### src/rtl/alu181_pkg.sv
// Shared types and constants for the slice-serial 74181 datapath.
package alu181_pkg;

  localparam int SLICE_W = 4;

  typedef enum logic [1:0] {
    ST_IDLE = 2'd0,
    ST_RUN  = 2'd1,
    ST_DONE = 2'd2
  } state_e;

  // Common function selects; S_XOR is only XOR when m=1.
  localparam logic [3:0] S_ADD    = 4'b1001;
  localparam logic [3:0] S_SUB    = 4'b0110;
  localparam logic [3:0] S_XOR    = 4'b0110;
  localparam logic [3:0] S_PASS_A = 4'b0000;

endpackage

### src/rtl/alu181_slice.sv
// One 4-bit 74181-equivalent slice, active-high data, active-low carry pins.
module alu181_slice
  import alu181_pkg::*;
(
  input  logic [SLICE_W-1:0] a,
  input  logic [SLICE_W-1:0] b,
  input  logic               cn,
  input  logic [3:0]         s,
  input  logic               m,
  output logic [SLICE_W-1:0] f,
  output logic               cn4
);

  // Arithmetic is or_term + and_term + carry; and_term is always a subset of or_term.
  logic [SLICE_W-1:0] or_term;
  logic [SLICE_W-1:0] and_term;
  logic [SLICE_W:0]   c;

  assign or_term  = a | (b & {SLICE_W{s[0]}}) | (~b & {SLICE_W{s[1]}});
  assign and_term = (a & b & {SLICE_W{s[3]}}) | (a & ~b & {SLICE_W{s[2]}});
  assign c[0]     = ~cn;

  for (genvar gi = 0; gi < SLICE_W; gi++) begin : g_carry
    assign c[gi+1] = and_term[gi] | (or_term[gi] & c[gi]);
  end

  // In logic mode the carry is not consumed, so the incoming carry is passed through unchanged.
  assign f   = m ? ~(or_term ^ and_term) : (or_term ^ and_term ^ c[SLICE_W-1:0]);
  assign cn4 = m ? cn : ~c[SLICE_W];

endmodule

### src/rtl/alu181_seq.sv
// Slice-serial 74181 ALU: one 4-bit slice per clock, LSB slice first, registered carry.
module alu181_seq
  import alu181_pkg::*;
#(
  parameter int WIDTH = 16
) (
  input  logic             clk,
  input  logic             rst,
  input  logic             start,
  input  logic [WIDTH-1:0] a,
  input  logic [WIDTH-1:0] b,
  input  logic [3:0]       s,
  input  logic             m,
  input  logic             cn,
  input  logic             chain,
  output logic             busy,
  output logic             done,
  output logic [WIDTH-1:0] f,
  output logic             cn_out,
  output logic             equal
);

  localparam int NSLICE = WIDTH / SLICE_W;
  localparam int CW     = (NSLICE > 1) ? $clog2(NSLICE) : 1;
  localparam logic [CW-1:0] LAST = CW'(NSLICE - 1);

  state_e             state_q, state_d;
  logic [CW-1:0]      cnt_q, cnt_d;
  logic [WIDTH-1:0]   op_a_q, op_a_d, op_b_q, op_b_d;
  logic [3:0]         s_q, s_d;
  logic               m_q, m_d;
  logic               carry_q, carry_d;
  logic [WIDTH-1:0]   shadow_q, shadow_d;
  logic [WIDTH-1:0]   f_q, f_d;
  logic               cn_out_q, cn_out_d;
  logic               equal_q, equal_d;
  logic               busy_q, busy_d;
  logic               done_q, done_d;

  logic [SLICE_W-1:0] a_sl [NSLICE];
  logic [SLICE_W-1:0] b_sl [NSLICE];
  logic [SLICE_W-1:0] slice_f;
  logic               slice_cn4;
  logic [WIDTH-1:0]   merged;

  // merged = shadow with the current slice's output dropped into place.
  for (genvar gi = 0; gi < NSLICE; gi++) begin : g_slices
    assign a_sl[gi] = op_a_q[gi*SLICE_W +: SLICE_W];
    assign b_sl[gi] = op_b_q[gi*SLICE_W +: SLICE_W];
    assign merged[gi*SLICE_W +: SLICE_W] =
      (cnt_q == CW'(gi)) ? slice_f : shadow_q[gi*SLICE_W +: SLICE_W];
  end

  alu181_slice u_slice (
    .a   (a_sl[cnt_q]),
    .b   (b_sl[cnt_q]),
    .cn  (carry_q),
    .s   (s_q),
    .m   (m_q),
    .f   (slice_f),
    .cn4 (slice_cn4)
  );

  always_comb begin
    state_d  = state_q;
    cnt_d    = cnt_q;
    op_a_d   = op_a_q;
    op_b_d   = op_b_q;
    s_d      = s_q;
    m_d      = m_q;
    carry_d  = carry_q;
    shadow_d = shadow_q;
    f_d      = f_q;
    cn_out_d = cn_out_q;
    equal_d  = equal_q;
    busy_d   = busy_q;
    done_d   = 1'b0;
    case (state_q)
      ST_IDLE: begin
        if (start) begin
          op_a_d  = chain ? f_q : a;
          op_b_d  = b;
          s_d     = s;
          m_d     = m;
          carry_d = cn;
          cnt_d   = '0;
          busy_d  = 1'b1;
          state_d = ST_RUN;
        end
      end
      ST_RUN: begin
        shadow_d = merged;
        carry_d  = slice_cn4;
        if (cnt_q == LAST) begin
          // Publish on the last slice so f and done are both visible during DONE.
          f_d      = merged;
          cn_out_d = slice_cn4;
          equal_d  = &merged;
          done_d   = 1'b1;
          busy_d   = 1'b0;
          state_d  = ST_DONE;
        end else begin
          cnt_d = cnt_q + CW'(1);
        end
      end
      ST_DONE: begin
        cnt_d   = '0;
        state_d = ST_IDLE;
      end
      default: state_d = ST_IDLE;
    endcase
  end

  always_ff @(posedge clk or posedge rst) begin
    if (rst) begin
      state_q  <= ST_IDLE;
      cnt_q    <= '0;
      op_a_q   <= '0;
      op_b_q   <= '0;
      s_q      <= '0;
      m_q      <= 1'b0;
      carry_q  <= 1'b1;
      shadow_q <= '0;
      f_q      <= '0;
      cn_out_q <= 1'b1;
      equal_q  <= 1'b0;
      busy_q   <= 1'b0;
      done_q   <= 1'b0;
    end else begin
      state_q  <= state_d;
      cnt_q    <= cnt_d;
      op_a_q   <= op_a_d;
      op_b_q   <= op_b_d;
      s_q      <= s_d;
      m_q      <= m_d;
      carry_q  <= carry_d;
      shadow_q <= shadow_d;
      f_q      <= f_d;
      cn_out_q <= cn_out_d;
      equal_q  <= equal_d;
      busy_q   <= busy_d;
      done_q   <= done_d;
    end
  end

  assign busy   = busy_q;
  assign done   = done_q;
  assign f      = f_q;
  assign cn_out = cn_out_q;
  assign equal  = equal_q;

endmodule

### config.mk
export PLATFORM = sky130hd
export DESIGN_NAME = alu181_seq
export DESIGN_NICKNAME = d
export VERILOG_FILES = /design/src/rtl/alu181_pkg.sv /design/src/rtl/alu181_slice.sv /design/src/rtl/alu181_seq.sv
export SDC_FILE = /design/constraint.sdc
export NUM_CORES = 1
export LEC_CHECK = 0
export CORE_MARGIN = 3
export CORE_UTILIZATION = 49
export CTS_CLUSTER_SIZE = 8
export DETAILED_ROUTE_END_ITERATION = 8
export PLACE_DENSITY_LB_ADDON = 0.2
export SLEW_MARGIN = 20
export SYNTH_ARGS = -nofsm -noshare
export SYNTH_HDL_FRONTEND = slang
export SYNTH_SLANG_ARGS = --single-unit
### constraint.sdc
create_clock -name clk -period 2.4 [get_ports clk]
set_input_delay 0.48 -clock clk [delete_from_list [all_inputs] [get_ports clk]]
set_output_delay 0.48 -clock clk [all_outputs]
set_load 0.03 [all_outputs]
==> flow_metrics.env, run 1 <==
export IMPL_status="finished, violations left"
export IMPL_violations="setup timing"
export IMPL_synth_cell_types=48
export IMPL_cp_start_kind="register"
export IMPL_synth_edf_count=0
export IMPL_worst_slew_pin_slew_ns=0.471
export IMPL_root_buffer="clkbuf_8"
export IMPL_crit_type="register to register"
export IMPL_r2r_start="cnt_q[1]"
export IMPL_fin_skew_ns=0.00902
export IMPL_critical_path_cell_chain="mux4_2 > o22ai_1 > nand2b_1 > a31o_4 > a31oi_4 > mux2i_2 > o41ai_2"
export IMPL_clockBufferDepth=2
export IMPL_critPathArrivalTime_ns=2.83
export IMPL_clk_latency_ns=0.36
export IMPL_core_area_mm2=0.00749
export IMPL_path_delay_family="compound AO/OA/AOI/OAI gates"
export IMPL_drt_wirelength_per_cell_um=18.6
export IMPL_worst_path_largest_cell_delay_ns=0.62
export IMPL_syn_nets=410
export IMPL_area_growth_pct=40.2
export IMPL_hold_viol=0
export IMPL_ys_flop_type="dfrtp_1"
export IMPL_crit_buf_inv=0
export IMPL_grt_max_degree=78
export IMPL_seq_area_frac_synth=0.492
export IMPL_cts_hold_buffers=0
export IMPL_drcViolationCount=0
export IMPL_critPathSlowestCell="mux4_2"
export IMPL_synth_fa_ha_area_frac=0.0128
export IMPL_ys_ff_latch=77
export IMPL_synth_compound_area_share=0.142
export IMPL_synth_top_cell_by_area="dfrtp_1"
export IMPL_antenna_found_initial=0
export IMPL_die_w_um=95.4
export IMPL_cts_tree="yes"
export IMPL_fillers=499
export IMPL_io_pin_count=62
export IMPL_cts_buffers=9
export IMPL_critPathMaxFanout=5
export IMPL_timing_slew_headroom=0.686
export IMPL_holdCritPathClass="register to register"
export IMPL_rsz0062_at_grt="yes"
export IMPL_synthSimpleGateAreaFrac=0.118
export IMPL_antenna_cells=0
export IMPL_clk_pin_slew_ns=0.08
export IMPL_clkSinkCount=77
export IMPL_crit_path_start="cnt_q[1]"
export IMPL_finalWirelength_um=10500
export IMPL_gp_congestion=0.920
export IMPL_netlist_instances=364
export IMPL_netlist_area_mm2=0.00392
export IMPL_ant_nets=0
export IMPL_clock_fmax_mhz=389
export IMPL_synth_area_top_cells="dfrtp_1, mux2_2, mux2i_1"
export IMPL_required_ns=2.66
export IMPL_synth_mux_area_frac=0.197
export IMPL_synth_top_family_by_area="multiplexers"
export IMPL_num_rows=31
export IMPL_grt_pass1_wl_um=16500
export IMPL_h_tree_depth=3
export IMPL_cp_end_kind="register"
export IMPL_finalCritPeriodShare=1.07
export IMPL_netlist_area_leader_share=0.479
export IMPL_synth_async_reset_ratio=1.00
export IMPL_final_layout_size_suffix_gt1_frac=0.325
export IMPL_tns_ns=-1.49
export IMPL_first_pass_iters=4
export IMPL_drv_cap=0
export IMPL_synth_xor_area_frac=0.00670
export IMPL_ys_warn_count=0
export IMPL_finalSetupViolCount=18
export IMPL_hp_start="cn_out"
export IMPL_via_per_inst=5.70
export IMPL_yosysMostFrequentCell="dfrtp_1"
export IMPL_vias=3212
export IMPL_synth_common_cells="dfrtp_1, nand2_1, a21oi_1"
export IMPL_port_buffers=61
export IMPL_globalRouteTotalUtil=0.244
export IMPL_finalMaxSlewViolations=0
export IMPL_dpl_hpwl_um=7400
export IMPL_initial_utilization=0.523
export IMPL_synth_avg_cell_area_um2=10.8
export IMPL_design_die_area_mm2=0.00911
export IMPL_grt_pass1_vias=3140
export IMPL_period_needed_ns=2.57
export IMPL_drt_iter0_drc=200
export IMPL_die_h_um=95.4
export IMPL_fin_nets=506
export IMPL_worst_slack_ns=-0.172
export IMPL_overflow=0
[sequential cells by signal (all words and copies together), names as in the netlist]
register / cells
cn_out: 1
cnt_q: 2
m_q: 1
equal: 1
op_a_q: 16
done: 1
f: 16
busy: 1
shadow_q: 15
s_q: 4
state_q: 2
op_b_q: 16
carry_q: 1
[path summary, 6_finish.rpt]
| check | end | slack (ns) | cells after the start |
|---|---|---|---|
| max reg2reg | equal | -0.17 | 7 |
| max in group asynchronous | carry_q | 1.50 | 3 |
| min in group asynchronous | op_a_q[5] | 0.57 | 3 |
| min | cn_out | 0.46 | 2 |
| min reg2reg | cn_out | 0.46 | 2 |
| max | equal | -0.17 | 7 |
[area by class of cell]
| cell class | instances | area, um^2 | area share |
|---|---|---|---|
| multi-input combinational | 259 | 2200 | 0.400 |
| sequential | 77 | 1930 | 0.352 |
| timing repair buffer | 103 | 973 | 0.177 |
| clock buffer | 10 | 138 | 0.0251 |
| tap | 99 | 124 | 0.0226 |
| clock inverter | 6 | 86.3 | 0.0157 |
| inverter | 10 | 41.3 | 0.00752 |
[stage by stage]
stage	area [um^2]	cells	worst slack [ns]	hold WS [ns]	util
detailed placement	4890	544	-0.322	0.469	0.654
finish	5490	564	-0.172	0.465	0.734
CTS	5320	564	-0.123	0.467	0.711
global placement	4890	544	-0.315	0.459	0.654
floorplan	3930	364	-0.0622	0.442	-
global route	5490	564	-0.283	0.490	0.734
[tightest hold or removal path, stage by stage, from the launching register on]
cell     delay (ns)
dfstp_2        0.37
nand2_1        0.04
o21ai_1        0.05
[timing repair]
action / 4_1_cts / 5_1_grt
hold endpoints to repair: 0 / 0
gates resized for setup: 41 / 41
setup buffers: 6 / 0
setup endpoints to repair: 26 / 30
pin swaps: 13 / 23
[per-layer routing]
metal / up-vias / GRT usage / routed length [um]
li1: 1503 / - / -
met1: 1592 / 0.343 / 4700
met2: 103 / 0.370 / 5010
met3: 14 / 0.0584 / 654
met4: 0 / 0.0912 / 153
met5: - / 0 / 0
[placed cells by master (no fill, tap or decap), drive strengths merged, types with 2 or more instances in the layout]
cell type / n
o311ai: 3
o21a: 2
or4: 2
a21o: 5
ha: 4
o22ai: 3
nor3: 2
nand3: 2
nor3b: 3
a21oi: 30
nand2b: 8
clkinv: 3
buf: 42
dfstp: 2
clkdlybuf4s50: 61
bufinv: 2
inv: 9
and3: 5
mux2i: 26
nor2: 23
xnor2: 2
o31ai: 4
mux2: 27
nor2b: 4
nand2: 43
mux4: 8
a311oi: 3
nand4: 4
clkinvlp: 2
dfrtp: 75
clkbuf: 10
a31oi: 3
o21ai: 31
[cell families after synthesis]
kind of cell               after synthesis
adders and majority gates                4
muxes                                   61
xor gates and xnor gates                 3
buffers and inverters                   28
AOI/OAI and AO/OA                       91
DFF                                     77
and+or+nand+nor                        100
Power of run 1 is not shown: default switching activity piles up to over one toggle a cycle in this logic, so the estimate is an artifact.
==> inputs of run 2 (changes only) <==
--- a/config.mk
+++ b/config.mk
@@ -5,6 +5,7 @@
 export SDC_FILE = /design/constraint.sdc
 export NUM_CORES = 1
 export LEC_CHECK = 0
+export CORE_ASPECT_RATIO = 0.6
 export CORE_MARGIN = 3
 export CORE_UTILIZATION = 49
 export CTS_CLUSTER_SIZE = 8
==> run 2 against run 1 <==
The run still ends with setup timing left. Register-to-register slack got worse by 0.11 ns. Critical path depth grew 3. Cell count rose by 1.1%. Sequential cell count is the same. Final area is 1.9% higher. Die area grew 0.38%. Non-clock buffer count increased by 1. Fmax is 3.9% lower. First-iteration DRC count up 22%. Worst hold slack gained 0.016 ns. Via count grew 2.3%. Routed wire length grew 4.5%. Critical path type unchanged. Critical endpoint unchanged.
==> flow_metrics.env, run 2 (synthesis gave the netlist of run 1 again) <==
export IMPL_grt_max_degree=78
export IMPL_vias=3285
export IMPL_ant_nets=0
export IMPL_clk_pin_slew_ns=0.05
export IMPL_overflow=0
export IMPL_num_rows=24
export IMPL_initial_utilization=0.522
export IMPL_status="finished, violations left"
export IMPL_finalSetupViolCount=17
export IMPL_whs_ns=0.481
export IMPL_globalRouteTotalUtil=0.256
export IMPL_grt_pass1_vias=3207
export IMPL_clk_latency_ns=0.33
export IMPL_core_area_mm2=0.00751
export IMPL_place_ws_ns=-0.368
export IMPL_cp_end_kind="register"
export IMPL_critPathMaxFanout=5
export IMPL_violations="setup timing"
export IMPL_fin_skew_ns=0.00558
export IMPL_grt_pass1_wl_um=17400
export IMPL_r2r_start="cnt_q[1]"
export IMPL_via_per_inst=5.76
export IMPL_placedCellCount=543
export IMPL_finalMaxSlewViolations=0
export IMPL_period_needed_ns=2.68
export IMPL_dpl_hpwl_um=7720
export IMPL_worst_slack_ns=-0.277
export IMPL_cts_buffers=9
export IMPL_die_h_um=75.3
export IMPL_drv_cap=0
export IMPL_clockBufferDepth=2
export IMPL_hold_end="cn_out"
export IMPL_clkSinkCount=77
export IMPL_timing_slew_headroom=0.677
export IMPL_critPathArrivalTime_ns=2.90
export IMPL_final_common_cell="dfrtp_1"
export IMPL_cts_tree="yes"
export IMPL_first_pass_iters=4
export IMPL_antenna_found_initial=0
export IMPL_design_die_area_mm2=0.00914
export IMPL_crit_type="register to register"
export IMPL_gp_congestion=0.997
export IMPL_area_growth_pct=42.9
export IMPL_h_tree_depth=3
export IMPL_port_buffers=61
export IMPL_ff2ff_setup_slack_ns=-0.28
export IMPL_reg2reg_depth=10
export IMPL_final_layout_size_suffix_gt1_frac=0.322
export IMPL_r2r_end="equal"
export IMPL_finalCritPeriodShare=1.12
export IMPL_root_buffer="clkbuf_16"
export IMPL_finalWirelength_um=11000
export IMPL_drt_iter0_drc=244
export IMPL_fin_nets=507
export IMPL_cp_start_kind="register"
export IMPL_drt_wirelength_per_cell_um=19.3
export IMPL_holdPathStages=2
export IMPL_required_ns=2.63
export IMPL_drcViolationCount=0
export IMPL_worst_slew_pin_slew_ns=0.484
export IMPL_cts_hold_buffers=0
export IMPL_rsz0062_at_grt="yes"
export IMPL_hold_viol=0
export IMPL_hp_start="cn_out"
export IMPL_die_w_um=121
export IMPL_clock_fmax_mhz=374
export IMPL_holdCritPathClass="register to register"
export IMPL_io_pin_count=62
export IMPL_final_cell_mix="dfrtp_1, clkdlybuf4s50_1, nand2_1, buf_4"
export IMPL_fin_cells=570
export IMPL_antenna_cells=0
run 2: cell types whose count changed in the layout (fill, tap and decap cells not counted), moves of 2 or more:
cell       delta
mux2i_2       -2
mux2i_1       +2
clkbuf_8      -9
clkbuf_1      +4
clkbuf_16     +9
o22ai_1       -2
bufinv_16     -2
run 2: metal layers:
| layer | up-vias | global-route usage | part of all wire |
|---|---|---|---|
| met2 | 127 | 0.368 | 0.41 |
| met4 | 0 | 0.0708 | 0.015 |
| met1 | 1623 | 0.383 | 0.49 |
| li1 | 1517 | - | - |
| met5 | - | 0 | 0 |
| met3 | 18 | 0.0691 | 0.079 |
run 2: critical path, cell delays in order, from the launching register on:
cell and delay (ns):
dfrtp_2 0.42, buf_6 0.11, mux4_2 0.55, mux2_4 0.36, buf_4 0.15, nand2_4 0.08
o21ai_2 0.07, o31ai_1 0.27, buf_4 0.21, a21oi_2 0.07, o41ai_4 0.28
run 2: timing repair:
action | in CTS | in global routing
resized for setup | 47 | 41
cloned | 0 | 0
pin swaps | 14 | 12
buffers inserted | 8 | 5
endpoints found under the setup margin | 30 | 31
run 2: per-stage QoR:
| step | TNS (ns) | instance area (um^2) | utilization |
|---|---|---|---|
| after detailed placement | -4.92 | 4860 | 0.647 |
| after floorplan | -0.0655 | 3930 | - |
| after CTS | -1.40 | 5410 | 0.720 |
| after global placement | -4.08 | 4860 | 0.647 |
| after global routing | -3.75 | 5600 | 0.746 |
| final | -1.82 | 5600 | 0.746 |
run 2: worst max path at each step:
stage          slack, ns     start     to
2_1_floorplan      -0.06  cnt_q[0]  equal
3_3_place_gp       -0.30  cnt_q[1]  equal
3_5_place_dp       -0.37  cnt_q[1]  equal
4_1_cts            -0.16  cnt_q[1]  equal
5_1_grt            -0.34  cnt_q[1]  equal
6_report           -0.28  cnt_q[1]  equal
run 2: final cells by class:
| class | count | area [um^2] |
|---|---|---|
| Inverter | 10 | 41.3 |
| Clock buffer | 14 | 254 |
| Clock inverter | 2 | 10.0 |
| Tap cell | 104 | 130 |
| Sequential cell | 77 | 1930 |
| Fill cell | 497 | 1910 |
| Timing Repair Buffer | 104 | 985 |
| Multi-Input combinational cell | 259 | 2250 |
Power of run 2 is left out for the same reason.
